**config.mk**
```make
export PLATFORM = sky130hd
export DESIGN_NAME = life_gen_sequencer
export DESIGN_NICKNAME = d
export VERILOG_FILES = /design/src/rtl/life_gen_sequencer.sv
export SDC_FILE = /design/constraint.sdc
export NUM_CORES = 1
export LEC_CHECK = 0
export ABC_CLOCK_PERIOD_IN_PS = 4200
export CAP_MARGIN = 20
export CORE_MARGIN = 1
export CORE_UTILIZATION = 30
export DETAILED_ROUTE_END_ITERATION = 6
export GPL_TIMING_DRIVEN = 1
export PLACE_DENSITY_LB_ADDON = 0.15
export SKIP_LAST_GASP = 1
export SYNTH_ARGS = -nofsm -noshare
export SYNTH_HDL_FRONTEND = slang
export SYNTH_SLANG_ARGS = --single-unit
```
**constraint.sdc**
```tcl
create_clock -name clk -period 4.2 [get_ports clk]
set_clock_uncertainty 0.05 [all_clocks]
set_input_delay 0.84 -clock clk [delete_from_list [all_inputs] [get_ports clk]]
set_output_delay 0.84 -clock clk [all_outputs]
set_load 0.02 [all_outputs]
```
**src/rtl/life_gen_sequencer.sv**
```systemverilog
// Computes one Game-of-Life generation over a 32x32 torus in a double-banked cell RAM.
// Optional LIFE_RULE_CFG_EN adds birth_mask/survive_mask rule inputs (default: fixed B3/S23).
module life_gen_sequencer #(
  parameter int unsigned RD_LAT = 1,
  parameter int unsigned GEN_W  = 16
) (
  input  logic             clk,
  input  logic             rst,
  input  logic             step_req,
  input  logic             pause,
`ifdef LIFE_RULE_CFG_EN
  input  logic [8:0]       birth_mask,
  input  logic [8:0]       survive_mask,
`endif
  output logic [10:0]      mem_rd_addr,
  input  logic             mem_rd_data,
  output logic             mem_we,
  output logic [10:0]      mem_wr_addr,
  output logic             mem_wr_data,
  output logic             cur_bank,
  output logic             busy,
  output logic             done,
  output logic [GEN_W-1:0] gen_count
);

  localparam logic [1:0] S_IDLE = 2'd0;
  localparam logic [1:0] S_RUN  = 2'd1;
  localparam logic [1:0] S_SWAP = 2'd2;

  // Per-cell timeline: issue at t=0..8, sample at t=RD_LAT..8+RD_LAT, write at t=9+RD_LAT.
  localparam logic [3:0] T_S0 = 4'(RD_LAT);
  localparam logic [3:0] T_S8 = 4'(RD_LAT + 8);
  localparam logic [3:0] T_WR = 4'(RD_LAT + 9);

  logic [1:0]       state_q, state_d;
  logic [4:0]       x_q, x_d, y_q, y_d;
  logic [3:0]       t_q, t_d;
  logic [3:0]       cnt_q, cnt_d;
  logic             self_q, self_d;
  logic             pending_q, pending_d;
  logic             bank_q, bank_d;
  logic             busy_q, busy_d;
  logic             done_q, done_d;
  logic             we_q, we_d;
  logic [10:0]      rd_addr_q, rd_addr_d;
  logic [10:0]      wr_addr_q, wr_addr_d;
  logic             wr_data_q, wr_data_d;
  logic [GEN_W-1:0] gen_q, gen_d;
  logic [3:0]       k_c;
  logic             sample_c;
`ifdef LIFE_RULE_CFG_EN
  logic [8:0]       birth_q, birth_d, surv_q, surv_d;
`endif

  // Address of neighbour k (row-major over the 3x3 window) with mod-32 wrap.
  function automatic logic [10:0] nb_addr(input logic bank, input logic [4:0] x,
                                          input logic [4:0] y, input logic [3:0] k);
    logic [4:0] xo, yo;
    case (k)
      4'd0, 4'd3, 4'd6: xo = x - 5'd1;
      4'd1, 4'd4, 4'd7: xo = x;
      default:          xo = x + 5'd1;
    endcase
    case (k)
      4'd0, 4'd1, 4'd2: yo = y - 5'd1;
      4'd3, 4'd4, 4'd5: yo = y;
      default:          yo = y + 5'd1;
    endcase
    return {bank, yo, xo};
  endfunction

  always_comb begin
    state_d   = state_q;
    x_d       = x_q;
    y_d       = y_q;
    t_d       = t_q;
    cnt_d     = cnt_q;
    self_d    = self_q;
    pending_d = pending_q | step_req;
    bank_d    = bank_q;
    busy_d    = busy_q;
    done_d    = 1'b0;
    we_d      = 1'b0;
    rd_addr_d = rd_addr_q;
    wr_addr_d = wr_addr_q;
    wr_data_d = wr_data_q;
    gen_d     = gen_q;
`ifdef LIFE_RULE_CFG_EN
    birth_d   = birth_q;
    surv_d    = surv_q;
`endif
    k_c       = t_q - T_S0;
    sample_c  = (t_q >= T_S0) && (t_q <= T_S8);

    case (state_q)
      S_IDLE: begin
        if ((pending_q | step_req) && !pause) begin
          state_d   = S_RUN;
          pending_d = 1'b0;
          busy_d    = 1'b1;
          x_d       = 5'd0;
          y_d       = 5'd0;
          t_d       = 4'd0;
          cnt_d     = 4'd0;
          self_d    = 1'b0;
          rd_addr_d = nb_addr(bank_q, 5'd0, 5'd0, 4'd0);
`ifdef LIFE_RULE_CFG_EN
          birth_d   = birth_mask;
          surv_d    = survive_mask;
`endif
        end
      end
      S_RUN: begin
        if (sample_c) begin
          if (k_c == 4'd4) self_d = mem_rd_data;
          else             cnt_d  = cnt_q + 4'(mem_rd_data);
        end
        if (t_q == T_WR) begin
          cnt_d  = 4'd0;
          self_d = 1'b0;
          t_d    = 4'd0;
          if (x_q == 5'd31 && y_q == 5'd31) begin
            state_d = S_SWAP;
            done_d  = 1'b1;
          end else begin
            x_d = x_q + 5'd1;
            if (x_q == 5'd31) y_d = y_q + 5'd1;
            rd_addr_d = nb_addr(bank_q, x_d, y_d, 4'd0);
          end
        end else begin
          t_d = t_q + 4'd1;
          if (t_d <= 4'd8) rd_addr_d = nb_addr(bank_q, x_q, y_q, t_d);
          // Count is complete once the k=8 sample lands, so the write data is known here.
          if (t_d == T_WR) begin
            we_d      = 1'b1;
            wr_addr_d = {~bank_q, y_q, x_q};
`ifdef LIFE_RULE_CFG_EN
            wr_data_d = self_d ? surv_q[cnt_d] : birth_q[cnt_d];
`else
            wr_data_d = (cnt_d == 4'd3) | (self_d & (cnt_d == 4'd2));
`endif
          end
        end
      end
      S_SWAP: begin
        bank_d  = ~bank_q;
        gen_d   = gen_q + GEN_W'(1);
        busy_d  = 1'b0;
        state_d = S_IDLE;
      end
      default: state_d = S_IDLE;
    endcase
  end

  always_ff @(posedge clk or posedge rst) begin
    if (rst) begin
      state_q   <= S_IDLE;
      x_q       <= 5'd0;
      y_q       <= 5'd0;
      t_q       <= 4'd0;
      cnt_q     <= 4'd0;
      self_q    <= 1'b0;
      pending_q <= 1'b0;
      bank_q    <= 1'b0;
      busy_q    <= 1'b0;
      done_q    <= 1'b0;
      we_q      <= 1'b0;
      rd_addr_q <= 11'd0;
      wr_addr_q <= 11'd0;
      wr_data_q <= 1'b0;
      gen_q     <= '0;
`ifdef LIFE_RULE_CFG_EN
      birth_q   <= 9'd0;
      surv_q    <= 9'd0;
`endif
    end else begin
      state_q   <= state_d;
      x_q       <= x_d;
      y_q       <= y_d;
      t_q       <= t_d;
      cnt_q     <= cnt_d;
      self_q    <= self_d;
      pending_q <= pending_d;
      bank_q    <= bank_d;
      busy_q    <= busy_d;
      done_q    <= done_d;
      we_q      <= we_d;
      rd_addr_q <= rd_addr_d;
      wr_addr_q <= wr_addr_d;
      wr_data_q <= wr_data_d;
      gen_q     <= gen_d;
`ifdef LIFE_RULE_CFG_EN
      birth_q   <= birth_d;
      surv_q    <= surv_d;
`endif
    end
  end

  assign mem_rd_addr = rd_addr_q;
  assign mem_we      = we_q;
  assign mem_wr_addr = wr_addr_q;
  assign mem_wr_data = wr_data_q;
  assign cur_bank    = bank_q;
  assign busy        = busy_q;
  assign done        = done_q;
  assign gen_count   = gen_q;

endmodule

```
# ---- After elaboration in Yosys (flattened, before gate mapping)
# Cells that the tools add are included.
dict set report word_totals {
  regBits 65
  in_bits 5
  out_inout_bits 43
  wordCells 119
}
dict set report op_classes {
  addsub 10
  magnitude_cmp 3
  eq_ne 22
  n_mux 46
  n_bitwise 5
  reduce_logical 18
}
# op count
set op_table {}
lappend op_table {{two-way mux 5 bit} 9}
lappend op_table {{two-way mux 11 bit} 4}
lappend op_table {{one-hot mux 5 bit (2 select lines)} 4}
lappend op_table {{two-way mux 4 bit} 6}
lappend op_table {{one-hot mux 11 bit (2 select lines)} 1}
lappend op_table {{== test 4 x 3 -> 1 bit (second input constant)} 5}
lappend op_table {{subtractor 5 x 1 -> 5 bit (second input constant)} 4}
lappend op_table {{adder 16 x 1 -> 16 bit (second input constant)} 1}
lappend op_table {{== test 4 x 2 -> 1 bit (second input constant)} 4}
lappend op_table {{one-hot mux 4 bit (2 select lines)} 2}
lappend op_table {{two-way mux 1 bit} 14}
lappend op_table {{OR reduction 3 bit} 4}
lappend op_table {{adder 5 x 1 -> 5 bit (second input constant)} 2}
lappend op_table {{== test 5 bit (second input constant)} 2}
lappend op_table {{== test 4 bit (second input constant)} 2}
lappend op_table {{less-or-equal comparator 4 bit (second input constant)} 2}
lappend op_table {{!= test 2 bit (second input constant)} 4}
lappend op_table {{AND reduction 4 bit} 2}
lappend op_table {{two-way mux 2 bit} 3}
lappend op_table {{!= test 3 bit (second input constant)} 2}
lappend op_table {{AND reduction 3 bit} 2}
lappend op_table {{adder 4 x 1 -> 4 bit} 1}
lappend op_table {{adder 4 x 1 -> 4 bit (second input constant)} 1}
lappend op_table {{== test 4 x 1 -> 1 bit (second input constant)} 1}
lappend op_table {{other kinds (15)} 22}

# ---- Depth between registers and ports, before layout
dict set report depth {
  word_depth 9
  mapped_depth 11
  depth_no_buf 10
}

# ---- Least setup slack after synthesis
# Ideal clock, no wire load.
dict set report synth_path {
  path_type {reg-to-reg}
  start {reg x_q[2]}
  end {reg rd_addr_q[7], in the netlist mem_rd_addr[7]}
  setup_time_ns 0.130
  arrival_ns 2.192
  setup_slack_ns 1.828
  stages_incl_launch_ff 12
  synth_period_minus_slack_ns 2.372
  cell_sequence {dfrtp_1 -> clkbuf_1 -> and3_1 -> ha_1 -> buf_2 -> mux2i_1 -> ha_1 -> xor2_1 -> o221ai_1 -> a21oi_1 -> xor2_1 -> a31oi_1}
}
dict set report synth_via {
  elab_chain_len 9
}
# item line
set synth_rtl {}
lappend synth_rtl {{from (decl)} 36} ;# logic [4:0] x_q, x_d, y_q, y_d;
lappend synth_rtl {{from (signal assigned)} 158} ;# x_q <= 5'd0;
lappend synth_rtl {{from (signal assigned)} 178} ;# x_q <= x_d;
lappend synth_rtl {{== test 5 bit (*)} {122, 127}}
lappend synth_rtl {{two-way mux 5 bit} 127} ;# if (x_q == 5'd31) y_d = y_q + 5'd1;
lappend synth_rtl {{two-way mux 5 bit} 122} ;# if (x_q == 5'd31 && y_q == 5'd31) begin
lappend synth_rtl {{two-way mux 5 bit} 118} ;# if (t_q == T_WR) begin
lappend synth_rtl {{two-way mux 5 bit} 95} ;# case (state_q)
lappend synth_rtl {{subtractor 5 x 1 -> 5 bit} 65} ;# 4'd0, 4'd1, 4'd2: yo = y - 5'd1;
lappend synth_rtl {{two-way mux 11 bit} 122}
lappend synth_rtl {{two-way mux 11 bit} 118}
lappend synth_rtl {{one-hot mux 11 bit (2 select lines)} 95}
lappend synth_rtl {{to (signal assigned)} 188} ;# rd_addr_q <= rd_addr_d;
lappend synth_rtl {{to (decl)} 45} ;# logic [10:0] rd_addr_q, rd_addr_d;
# Mark *: on every way between the ends. The rest lies on a longest branch, timed or not. The select of a mux whose other input is x is not followed.
# A chain may end at the register's enable or synchronous reset.

# ---- Final worst setup path
dict set report layout_path {
  start {reg x_q[0]}
  end {reg rd_addr_q[7], in the netlist mem_rd_addr[7]}
}
# The elaborated chain is that of the path after synthesis.

==> reports/results.txt <==
Status - complete, no violations
Area leader, netlist - dfrtp_1
Nature of the critical path endpoint - flip-flop
All-Layer GR Usage - 15.8%
PwrDens - 327 mW/mm^2
Multi-input logic area - 0.00211 mm^2
Reg area - 0.00163 mm^2
Initial drt markers - 225
Filler cell count - 1275
Non-filler cells, final - 630
Setup Fix Bufs, Post-CTS - 0
I/O pin count - 48
CP arrival - 3080 ps
Adder-Cell Fraction of Synth Area - 3.16%
Worst EP required - 4330 ps
Internal power - 1.25 mW
Routed Antenna Nets - 0
Worst-margin pin slew - 982 ps
Cells after DPL - 614
Hold Buf Count CTS - 0
Hold worst-path end - gen_count[15]
P_sw - 341 uW
Reg2reg end - mem_rd_addr[7]
Worst path max stage delay - 530 ps
Synth Area in XOR/XNOR - 8.17%
Final Max Tran Viols - 0
Cell row count - 41
Sw Share - 21.4%
Initial antenna violation count - 0
Global route total overflow - 0
Clk_lat worst skew - 330 ps
HPWL Detailed - 7140 um
Post-layout util - 38.0%
Post-synth top area share - 41.0%
Pre-antenna DRT Iters - 4
Diodes inserted - 0
Syn Nets - 433
Synth area leaders - dfrtp_1, xor2_1, xnor2_1, nand2_1, o21ai_0
H-Tree Depth - 3
Compound-Gate Fraction of Synth Area - 20.3%
Die Y - 117 um
Simple-gate share of the synthesized area - 17.3%
Worst reg2reg startpoint - x_q[0]
Final WL - 10100 um
Reg clk slew, reported paths - 60 ps
Remaining DRCs - 0
Mux contribution to synthesized area - 4.17%
Vias per std cell - 5.11
First-pass GRT wire length - 16200 um
Register area share after synthesis - 41.0%
Worst Path Buf+Inv - 0
Hold Path Stages - 1
CP Launch Type - flip-flop
Initial Utilization - 31.0%
Seq pwr share - 40.2%
Nets - 468
Clock power frac - 55.4%
Clock Path Buffers - 2
Max Clock Freq - 0.340 GHz
Async S/R FF share, synth - 100%
Peak supply drop - 0.147 mV
Cells after Synth - 418
Vias in the first global route - 3027
Count leader, synth - dfrtp_1
Die span in x - 117 um
Area Growth Syn to Fin - 22.5%
CTS tree - done
Resize count post-CTS - 0
Max Cap Violations - 0
Synth cell count leaders - dfrtp_1, nand2_1, nor2_1, o21ai_0, xor2_1
Area after detailed placement - 0.00451 mm^2
Ys flop type - dfrtp_1
Wire per inst - 16.0 um
Hold Violations, Final - 0
Most frequent CP cell - ha_1
Yosys Warn Count - 0
Fraction of layout cells with a size suffix above 1 - 9.83%
Post-synth EDFFs - 0
CORE AREA - 0.0128 mm^2
Max FO, Critical Path - 11
Slowest library cell on the worst path - dfrtp_1
Reg-to-reg slack, setup - 1250 ps
Setup total negative slack - 0 ps
Static Leak - 1.96 nW
IO Port Bufs - 47
Final Critical Period - 2950 ps
Worst hold path type - flip-flop to flip-flop
Final setup vio count - 0
TritonCTS Buffers - 9
Largest net degree at the start of global routing - 32
RSZ-0062 raised after global routing - no
Synth Area per Inst - 9.49 um^2
Worst R2R Path Depth - 10
Routability cong. - 0.804
Die ar. - 0.0137 mm^2
Logic pwr share - 4.3%
Clock Sink Count - 65
Total Power - 1.59 mW
Crit path cell chain - ha_1 > and3_1 > ha_1 > mux2i_1 > ha_1 > xor2_1 > o221ai_1 > a21oi_1 > xor2_1 > a31oi_1
Detailed-route via count - 3220
Synth Cell Area - 0.00397 mm^2
Clock root buffer - clkbuf_16
Hold path start - gen_count[15]
Main combinational cell family by area after synthesis - compound AO/OA/AOI/OAI gates
Worst slew margin - 34.5%
Post-route cell area - 0.00486 mm^2
CP Class - flip-flop to flip-flop
Fin crit share - 70.1%
Yosys cell types - 68
Crit path max-delay family - adder cells
Number of synthesized register bits - 65
-- power groups by stage --
stage	sequential, mW	combinational, mW	clock, mW
2_1_floorplan	0.657	0.0371	0
3_3_place_gp	0.651	0.0701	0
3_5_place_dp	0.651	0.0705	0
4_1_cts	0.640	0.0707	0.902
5_1_grt	0.641	0.0785	0.931
6_report	0.640	0.0690	0.881
-- kinds of logic after synthesis --
| family | Yosys count |
|---|---|
| xor+xnor | 37 |
| buf+inv | 42 |
| compound gates | 114 |
| simple gates | 135 |
| fa+ha+maj | 10 |
| mux | 15 |
| flops | 65 |
-- per-layer routing --
metal | global-route usage [%] | routed length, um
met1 | 21.5 | 4910
met4 | 5.57 | 110
met2 | 24.7 | 4710
met3 | 3.45 | 385
met5 | 0 | 0
-- per-stage QoR --
stage               setup WS [ps]  hold slack, ps
floorplan                    1680             419
global placement             1330             414
detailed placement           1300             420
CTS                          1280             432
global route                  938             452
finish                       1250             428
-- worst max path at each step --
stage	start	endpoint	slack, ps	cells after the start
floorplan	rst	busy	1680	1
global placement	mem_rd_data	mem_wr_data	1330	8
detailed placement	x_q[0]	mem_rd_addr[7]	1300	10
CTS	x_q[0]	mem_rd_addr[7]	1280	10
global route	x_q[1]	mem_rd_addr[7]	940	10
finish	x_q[0]	mem_rd_addr[7]	1250	10
-- cell usage in the layout, fill, tap and decap left out, types with 4 or more instances in the layout --
cell and n:
dfrtp_1 65, clkdlybuf4s50_1 47, nand2_1 37, nor2_1 29
o21ai_0 27, xor2_1 19, xnor2_1 18, nand3_1 15
a21oi_1 13, inv_1 11, a31oi_1 10, ha_1 10
clkbuf_16 9, nand4_1 8, nand2b_1 8, nor3_1 7
mux2_1 7, a22oi_1 6, o21ai_1 5, o211ai_1 5
mux2_2 5, o22ai_1 5, buf_4 5, o31ai_1 4
and3_1 4, a22o_1 4, o32ai_1 4
-- flip-flops by register name, indices dropped and copies added (netlist names) --
signal and flops:
cur_bank 1, cnt_q 4, y_q 5, t_q 4, mem_wr_data 1, mem_rd_addr 11
x_q 5, state_q 2, done 1, self_q 1, gen_count 16, mem_we 1
mem_wr_addr 11, busy 1, pending_q 1
-- area by class of cell --
| type | instances | share of cell area (%) |
|---|---|---|
| timing repair buffer | 52 | 10.5 |
| inverter | 14 | 1.08 |
| clock inverter | 7 | 2.58 |
| clock buffer | 9 | 4.64 |
| sequential | 65 | 33.5 |
| tap | 172 | 4.43 |
| multi-input combinational | 311 | 43.3 |
(Power assumes the default switching activity.)
==> patch 1, RTL diff (config.mk and constraints unchanged) <==
Register the input `step_req` before use, without a reset. The logic sees it one clock later. The other inputs are not delayed to match.
--- a/src/rtl/life_gen_sequencer.sv
+++ b/src/rtl/life_gen_sequencer.sv
@@ -33,2 +33,8 @@
   localparam logic [3:0] T_WR = 4'(RD_LAT + 9);
+
+  logic step_req_q;
+
+  always_ff @(posedge clk) begin
+    step_req_q <= step_req;
+  end
 
@@ -78,3 +84,3 @@
     self_d    = self_q;
-    pending_d = pending_q | step_req;
+    pending_d = pending_q | step_req_q;
     bank_d    = bank_q;
@@ -96,3 +102,3 @@
       S_IDLE: begin
-        if ((pending_q | step_req) && !pause) begin
+        if ((pending_q | step_req_q) && !pause) begin
           state_d   = S_RUN;
Formal check against the unedited RTL: not equivalent (Yosys sat finds a counterexample within 4 cycles, from zero or initial values and one cycle with rst high).
==> patch 1 against the unedited design <==
Clock power shrank 15%; total power shrank 7.9%; core utilization shrank 0.26 points; area after synthesis grew 0.50%; count of clock-buffer cells in the layout grew 1; worst setup slack gained 0.017 ns; design area shrank 0.70%; routed wire length shrank 0.52%; synthesized cell count grew 0.24%; sequential cell count grew 1; largest power group unchanged.
==> patch 1: results (changes against the unedited design) <==
- Mapped Nets: 434 (+0.23%)
- Total GRT Usage: 15.9% (+0.090 points)
- Register area share after synthesis: 41.3% (+0.30 points)
- Worst EP arrival: 3.07 ns (about the same)
- Fillcell total: 1258 (-1.3%)
- Met3 usage: 2.63% (-0.82 points)
- Asr flop ratio synth: 98.5% (-1.5 points)
- Nets: 469 (+0.21%)
- Synth area leaders: dfrtp_1, xor2_1, xnor2_1
- Synth cell types: 69 (+1.5%)
- GP Congestion: 0.815 (+1.4%)
- Internal power: 1.13 mW (-9.2%)
- Detailed-route via count: 3249 (+0.90%)
- Leak Pwr: 1.93 nW (-1.2%)
- Status: finished clean
- Post-DP HPWL: 7.32 mm (+2.5%)
- Vias in the first global route: 3053 (+0.86%)
- Routed WL: 10.1 mm (-0.52%)
- CP max stage delay: 0.51 ns (-0.02 ns)
- Post-DP Area: 0.00453 mm2 (+0.44%)
- Initial DRC Count: 253 (+12%)
- GR Layer Usage met1: 21.3% (-0.22 points)
- VDD IR-drop max: 0.000195 V (+33%)
- Layout cells sized above 1: 9.59% (-0.24 points)
- First-pass GRT wire length: 16.2 mm (+0.34%)
## patch 1: final timing paths
path	start	end	slack, ns
min in group asynchronous	rst	mem_wr_addr[3]	0.83
min reg2reg	gen_count[15]	gen_count[15]	0.42
max reg2reg	x_q[0]	mem_rd_addr[7]	1.27
max in group asynchronous	rst	cnt_q[0]	2.56
max	x_q[0]	mem_rd_addr[7]	1.27
min	gen_count[15]	gen_count[15]	0.42
## patch 1: cell type report
type	count	area, um2	share of cell area (%)
Inverter	14	52.6	1.09
Clock inverter	6	67.6	1.40
Multi-Input combinational cell	311	2110	43.6
Clock buffer	10	229	4.75
Tap cell	172	215	4.46
Sequential cell	66	1650	34.1
Timing Repair Buffer	52	508	10.5
## patch 1: cells by family after synthesis
family	share of synthesized area (%)
simple gates	17.2
compound gates	20.2
flops	41.3
buf+inv	5.84
xor+xnor	8.13
mux	4.14
fa+ha+maj	3.14
## patch 1: critical path, delay by kind of cell (launching register included)
family	cells	cell delay [ns]
compound gates	3	0.41
xor+xnor	2	0.31
fa+ha+maj	3	1.00
flops	1	0.51
mux	1	0.29
simple gates	1	0.20
## patch 1: per-layer routing
layer | share of wire, % | wire length (um)
met5 | 0 | 0
met1 | 47 | 4680
met3 | 5.1 | 515
met4 | 2.1 | 214
met2 | 46 | 4640
## patch 1: power groups by stage
stage          sequential (mW)  clock, mW  combinational, mW
2_1_floorplan            0.667          0             0.0370
3_3_place_gp             0.661          0             0.0705
3_5_place_dp             0.661          0             0.0709
4_1_cts                  0.650      0.767             0.0708
5_1_grt                  0.650      0.795             0.0773
6_report                 0.650      0.746             0.0685
## patch 1: stage by stage
step	power (mW)	util, %	instances
after detailed placement	0.732	35.4	615
after global routing	1.52	37.8	631
after floorplan	0.704	-	419
after global placement	0.732	35.4	615
after CTS	1.49	37.8	631
final	1.46	37.8	631
==> patch 2, RTL diff (same flow settings) <==
Without the edit above. Change the parameter `GEN_W` from 16 to 24.
--- a/src/rtl/life_gen_sequencer.sv
+++ b/src/rtl/life_gen_sequencer.sv
@@ -4,3 +4,3 @@
   parameter int unsigned RD_LAT = 1,
-  parameter int unsigned GEN_W  = 16
+  parameter int unsigned GEN_W  = 24
 ) (
Interface: changed (resized gen_count); port bits go from 48 to 56. No check against the original RTL was run, so the function may have changed too.
==> patch 2 against the unedited design <==
Global-route usage is 0.43 points higher; highest routed layer unchanged; first-iteration DRC count is 4.9% higher; worst setup slack worse by 0.063 ns; routed wire length is 9.4% higher; area after synthesis is 7.1% higher; die area is 7.0% higher; total power is 1.6% higher; critical path depth is 2 lower; count of clock-buffer cells in the layout is 3 higher; clock power is 2.7% lower; design area is 7.6% higher; sequential cell count is 8 higher.
==> patch 2: results (changes against the unedited design) <==
- Status: finished clean
- CTS Buffer Depth: 2 (unchanged)
- VDD IR-drop max: 0.000296 V (+100%)
- Synth Area in Adders: 2.95% (-0.21 points)
- Top cells by instance count after synthesis: dfrtp_1, nand2_1, o21ai_0
- Post-synthesis compound-gate area fraction: 18.2% (-2.1 points)
- Leak Pwr: 2.18 nW (+12%)
- R2R Path End: mem_rd_addr[2]
- Max reg flops: 24 (+8)
- Worst hold path cell count: 1 (unchanged)
- Detailed-route via count: 3505 (+8.9%)
- Buffers on Ports: 55 (+17%)
- Vias in the first global route: 3231 (+6.7%)
- Pin count of the biggest net entering global routing: 41 (+28%)
- Mapped Nets: 468 (+8.1%)
- R2R setup slack: 1.19 ns (-0.06 ns)
- Tightest Hold Check Type: reg -> reg
- Layout cells sized above 1: 8.17% (-1.7 points)
- First-pass GRT wire length: 18.0 mm (+11%)
- Initial DRC Count: 236 (+4.9%)
- Avg WL per Cell: 16.2 um (+1.1%)
- Synth area leaders: dfrtp_1, nand2_1, xnor2_1
- CTS resizes: 0 (unchanged)
- Fillcell total: 1402 (+10%)
- Hold path endpoint: gen_count[23]
- Crit-path max FO: 14 (+3)
- Start point of the worst hold path: gen_count[23]
- R2R depth: 8 (-2)
- Pre-antenna DRT Iters: 4 (unchanged)
- FF-to-FF Start: x_q[0]
- Synth cell types: 70 (+2.9%)
- Post-DP HPWL: 7.90 mm (+11%)
- GP Congestion: 0.826 (+2.8%)
- Nets: 512 (+9.4%)
- Worst Tran Pin Value: 0.873 ns (-0.109 ns)
- Register area share after synthesis: 43.0% (+2.0 points)
- Post-synthesis mux area share: 1.94% (-2.2 points)
- Total GRT Usage: 16.2% (+0.43 points)
- Root buf cell: clkbuf_16
- Synth Area in XOR/XNOR: 8.46% (+0.28 points)
[patch 2: layout make-up]
class | count | area [um2] | area share [%]
Clock buffer | 12 | 256 | 4.91
Multi-Input combinational cell | 336 | 2180 | 41.8
Clock inverter | 4 | 73.8 | 1.41
Inverter | 18 | 67.6 | 1.29
Sequential cell | 73 | 1830 | 34.9
Timing Repair Buffer | 59 | 593 | 11.3
Tap cell | 180 | 225 | 4.31
[patch 2: how the worst max path moves through the flow]
stage	start	to
2_1_floorplan	rst	busy
3_3_place_gp	pause	mem_rd_addr[2]
3_5_place_dp	x_q[0]	mem_rd_addr[2]
4_1_cts	x_q[0]	mem_rd_addr[2]
5_1_grt	x_q[0]	mem_rd_addr[2]
6_report	x_q[0]	mem_rd_addr[2]
[patch 2: stage by stage]
step	std cells	hold WS [ns]	instance area [um2]	setup slack, ns
floorplan	453	0.415	4250	1.46
global placement	666	0.411	4900	1.32
detailed placement	666	0.419	4900	1.21
CTS	682	0.426	5230	1.17
global route	682	0.453	5230	0.936
finish	682	0.417	5230	1.19
[patch 2: power breakdown]
part,switching [mW],total [mW],internal [mW]
Combinational,0.0277,0.0477,0.0200
Clock,0.303,0.857,0.554
Sequential,0.00298,0.712,0.709
Total,0.334,1.62,1.28
[patch 2: worst max-delay path, cell delays in order, from the launching register on]
cell,delay [ns]
dfrtp_1,0.51
ha_1,0.35
and3_1,0.22
ha_1,0.36
nand2_1,0.27
o21ai_2,0.09
a2bb2oi_2,0.51
and2_1,0.36
a41oi_1,0.14
[patch 2: logic make-up after synthesis]
group,Yosys count
AND/OR/NAND/NOR,169
AO/OA/AOI/OAI,108
flip-flops,73
buffers and inverters,44
XOR/XNOR,41
adder cells (fa/ha/maj),10
multiplexers,8
[patch 2: metal layers]
| metal | track usage [%] | routed length, um | share of wire (%) | vias up |
|---|---|---|---|---|
| met5 | 0 | 0 | 0 | - |
| met4 | 5.09 | 132 | 1.2 | 0 |
| met3 | 3.90 | 613 | 5.5 | 10 |
| met2 | 23.4 | 4840 | 44 | 91 |
| met1 | 23.7 | 5480 | 49 | 1704 |
| li1 | - | - | - | 1700 |
